**config.mk**
```make
export PLATFORM = sky130hd
export DESIGN_NAME = barrido_comparador
export DESIGN_NICKNAME = d
export VERILOG_FILES = /design/src/rtl/barrido_comparador.sv
export SDC_FILE = /design/constraint.sdc
export NUM_CORES = 1
export LEC_CHECK = 0
export CORE_MARGIN = 3
export CORE_UTILIZATION = 47
export DETAILED_ROUTE_END_ITERATION = 10
export HOLD_SLACK_MARGIN = 0.15
export PLACE_DENSITY = 0.77
export REMOVE_ABC_BUFFERS = 1
export SYNTH_ARGS = -nofsm -noshare
export SYNTH_HDL_FRONTEND = slang
export SYNTH_SLANG_ARGS = --single-unit
```
**constraint.sdc**
```tcl
create_clock -name clk -period 1.64 [get_ports clk]
set_input_delay 0.328 -clock clk [delete_from_list [all_inputs] [get_ports clk]]
set_output_delay 0.328 -clock clk [all_outputs]
set_load 0.05 [all_outputs]
```
**src/rtl/barrido_comparador.sv**
```systemverilog
// barrido_comparador: start/done controlled sweep of a comparator operand,
// tallying matches into a saturating count for the downstream decoder.
module barrido_comparador #(
    parameter int WIDTH = 6,
    parameter int LAST  = 62,
    parameter int CNT_W = 3
) (
    input  logic             clk,
    input  logic             rst_n,
    input  logic             start,
    input  logic             pausa,
    input  logic             limpiar,
    input  logic             coincidencia,
    output logic [WIDTH-1:0] valor,
    output logic [CNT_W-1:0] cuenta,
    output logic [WIDTH-1:0] ultimo,
    output logic             ocupado,
    output logic             listo,
    output logic             desborde
);
    typedef enum logic [1:0] {IDLE, SWEEP, DONE} estado_t;
    localparam logic [WIDTH-1:0] VALOR_FIN = WIDTH'(LAST);
    localparam logic [CNT_W-1:0] CUENTA_MAX = '1;
    estado_t estado, estadoSig;
    logic    arranque, avanza, enFin;
    assign enFin    = (valor == VALOR_FIN);
    assign arranque = start && (estado == IDLE || estado == DONE);
    assign avanza   = (estado == SWEEP) && !pausa;
    always_ff @(posedge clk or negedge rst_n) begin
        if (!rst_n) begin
            estado   <= IDLE;
            valor    <= '0;
            cuenta   <= '0;
            ultimo   <= '0;
            desborde <= 1'b0;
        end else begin
            estado <= estadoSig;
            if (limpiar || arranque) begin
                valor    <= '0;
                cuenta   <= '0;
                ultimo   <= '0;
                desborde <= 1'b0;
            end else if (avanza) begin
                // the match belongs to the operand presented this cycle
                if (coincidencia) begin
                    ultimo <= valor;
                    if (cuenta == CUENTA_MAX) desborde <= 1'b1;
                    else cuenta <= cuenta + 1'b1;
                end
                if (!enFin) valor <= valor + 1'b1;
            end
        end
    end
    always_comb begin
        estadoSig = limpiar              ? IDLE :
                    (estado == SWEEP)    ? ((avanza && enFin) ? DONE : SWEEP) :
                    (estado == DONE || estado == IDLE) ? (start ? SWEEP : estado) :
                    IDLE;
    end
    always_comb begin
        ocupado = (estado == SWEEP);
        listo   = (estado == DONE);
    end
endmodule

```
==> results by group <==
Outcome
  • Outcome: finished clean

STA
  • Worst rel slew slack: 0.726
  • Final setup vio count: 0
  • Final number of hold-violating endpoints: 0
  • RSZ-0062 raised after global routing: false
  • Max-slew violation count: 0
  • Min cycle time layout: 1580 ps
  • WHS: 356 ps
  • Clock skew: 3.62 ps
  • Fmax: 634 MHz
  • Worst-Margin Slew: 405 ps
  • Final period util: 0.961

Final layout
  • Share of cells above drive strength 1: 0.323
  • Area occupied by multi-input gates: 468 um2
  • # nets final: 144
  • Antenna cells: 0
  • Sequential cell area: 450 um2
  • Fill cell count: 126
  • Syn-to-layout area delta: 52.7%
  • Post-route cell area: 1430 um2

Global routing
  • GRT Total Usage: 0.222
  • Gr ovfl total: 0
  • Largest net degree at the start of global routing: 19
  • Initial antenna violation count: 0
  • Number of global-route vias before repair: 883
  • First-pass GRT wire length: 4250 um

Power and ir drop
  • Peak supply drop: 0.584 mV
  • Leakage power: 0.000663 uW
  • Pwr Density: 596 nW/um2

CTS
  • H-tree Lvls: 1
  • Worst-Skew Late Latency: 290 ps
  • Clock tree sinks: 18
  • Root Driver: clkbuf_4
  • Clk buf depth: 2
  • Clock transition at the registers of the reported paths: 100 ps
  • Postcts setup bufs: 0
  • Inserted Clock Buffers: 3
  • CTS tree: done
  • Hold_buf cts: 0

Worst setup path
  • CP arrival: 1770 ps
  • FF-to-FF End: valor[2]$_DFFE_PN0P_
  • Critical path class: flip-flop to flip-flop
  • Flop2flop setup slack: 60 ps
  • Reg-to-reg startpoint: valor[0]$_DFFE_PN0P_
  • Worst-path maximum fanout: 5
  • Worst Setup End Kind: flip-flop
  • Critical path startpoint: valor[0]$_DFFE_PN0P_
  • Cells on worst reg2reg path: 6
  • CP required: 1840 ps
  • Setup crit start kind: flip-flop

Synthesis
  • Post-Syn Area: 938 um2
  • Top cells by count, synth: dfrtp_1, nand3_1, mux2i_1
  • Share of flip-flops with an asynchronous set or reset: 1.00
  • Most frequent cell after synthesis: dfrtp_1
  • Unique masters post-synth: 26
  • Avg Inst Size Synth: 10.1 um2
  • Post-synth EDFFs: 0
  • Share of the synthesized area in the top cell type: 0.480
  • Synth area leaders: dfrtp_1, mux2i_1, nand3_1
  • Synth area leader: dfrtp_1
  • Gate Count Post-Synth: 93
  • #FFs+latches synth: 18
  • Main synth FF type: dfrtp_1
  • Seq/Total Area, Yosys: 0.480
  • Synth warnings: 0

Placed design
  • Port Buffer Count: 23
  • Placer Congestion: 0.963
  • HPWL after detailed placement: 1890 um
  • Dpl cell area: 1380 um2

Routing
  • First-pass DRT Iterations: 4
  • Vias/cell: 5.56
  • Residual DRC: 0
  • Average wire per standard cell: 15.8 um
  • Detail Route Antenna Nets: 0
  • Initial DRC count: 12
  • Final WL: 2490 um
  • Total number of vias: 878

Floorplan
  • Die height: 50.7 um
  • Die area: 2570 um2
  • Rows: 15
  • # IOs: 24
  • Die Width: 50.7 um
  • Initial Util: 0.521
  • Placeable Area: 1800 um2

Worst hold path
  • Class of the worst hold path: primary input to async pin

Job
  • Number of max-cap violations: 0
==> flip-flops by register name, indices dropped and copies added (netlist names) <==
register / flops
ultimo: 6
valor: 6
cuenta: 3
estado: 2
desborde: 1
==> cells in the final DEF, fill, tap and decap left out <==
cell / instances
a211oi_1: 1
a211oi_2: 1
a21oi_1: 4
a21oi_2: 1
a311oi_1: 1
a32oi_1: 1
a41oi_1: 1
and2_1: 1
and2b_1: 1
and3_1: 1
buf_12: 9
buf_4: 25
clkbuf_4: 3
clkbuf_8: 1
clkdlybuf4s50_1: 4
dfrtp_1: 18
dlymetal6s2s_1: 1
ha_1: 4
inv_1: 7
mux2i_1: 12
nand2_1: 4
nand2b_1: 1
nand3_1: 14
nor2_1: 8
nor2b_1: 2
nor3b_1: 1
nor4_1: 1
nor4bb_2: 1
o31ai_1: 1
o41ai_1: 1
or3b_4: 1
or4_4: 1
==> area by class of cell <==
type | count | area share
tap | 25 | 0.0218
sequential | 18 | 0.314
multi-input combinational | 65 | 0.327
clock buffer | 4 | 0.0253
inverter | 7 | 0.0183
timing repair buffer | 39 | 0.293
==> repair_timing <==
item	CTS	global route
endpoints found under the hold margin	0	0
endpoints found under the setup margin	0	3
resized for setup	0	4
==> where the power goes <==
| group | switching, uW | internal [uW] |
|---|---|---|
| Combinational | 68.4 | 61.9 |
| Clock | 136 | 135 |
| Sequential | 5.25 | 447 |
| Total | 210 | 644 |
==> metrics by stage <==
| stage | util | setup WS [ps] | power, uW | TNS (ps) | instances |
|---|---|---|---|---|---|
| 2_1_floorplan | - | -499 | 515 | -4070 | 90 |
| 3_3_place_gp | 0.767 | -225 | 587 | -1580 | 154 |
| 3_5_place_dp | 0.767 | -290 | 591 | -2330 | 154 |
| 4_1_cts | 0.787 | 0.995 | 859 | 0 | 158 |
| 5_1_grt | 0.795 | 5.46 | 894 | 0 | 158 |
| 6_report | 0.795 | 63.3 | 854 | 0 | 158 |
==> per-layer routing <==
layer	vias up	wire, um	track usage
met5	-	0	0
met4	0	31	0.0717
met3	6	121	0.0356
met2	35	1350	0.411
met1	423	993	0.257
li1	414	-	-
==> worst max-delay path, stage by stage (launching register included) <==
cell and delay (ps):
dfrtp_1 450, inv_1 100, ha_1 190, and2_1 230, a21oi_1 100, buf_4 160
a311oi_1 260
==> logic make-up after synthesis <==
kind of cell / count (synthesis) / synth area share
buffers and inverters: 10 / 0.0413
flip-flops: 18 / 0.480
multiplexers: 12 / 0.128
AND/OR/NAND/NOR: 37 / 0.209
adder cells (fa/ha/maj): 4 / 0.0533
AO/OA/AOI/OAI: 12 / 0.0880
==> worst max-delay path by stage <==
stage | end | slack, ps | depth (start not counted)
global route | valor[2]$_DFFE_PN0P_ | 5 | 6
finish | valor[2]$_DFFE_PN0P_ | 60 | 6
detailed placement | valor[4]$_DFFE_PN0P_ | -290 | 4
global placement | valor[4]$_DFFE_PN0P_ | -220 | 4
floorplan | cuenta[0]$_DFFE_PN0P_ | -500 | 3
CTS | valor[4]$_DFFE_PN0P_ | 1 | 4
No activity file was read; power rests on OpenSTA's default activity.
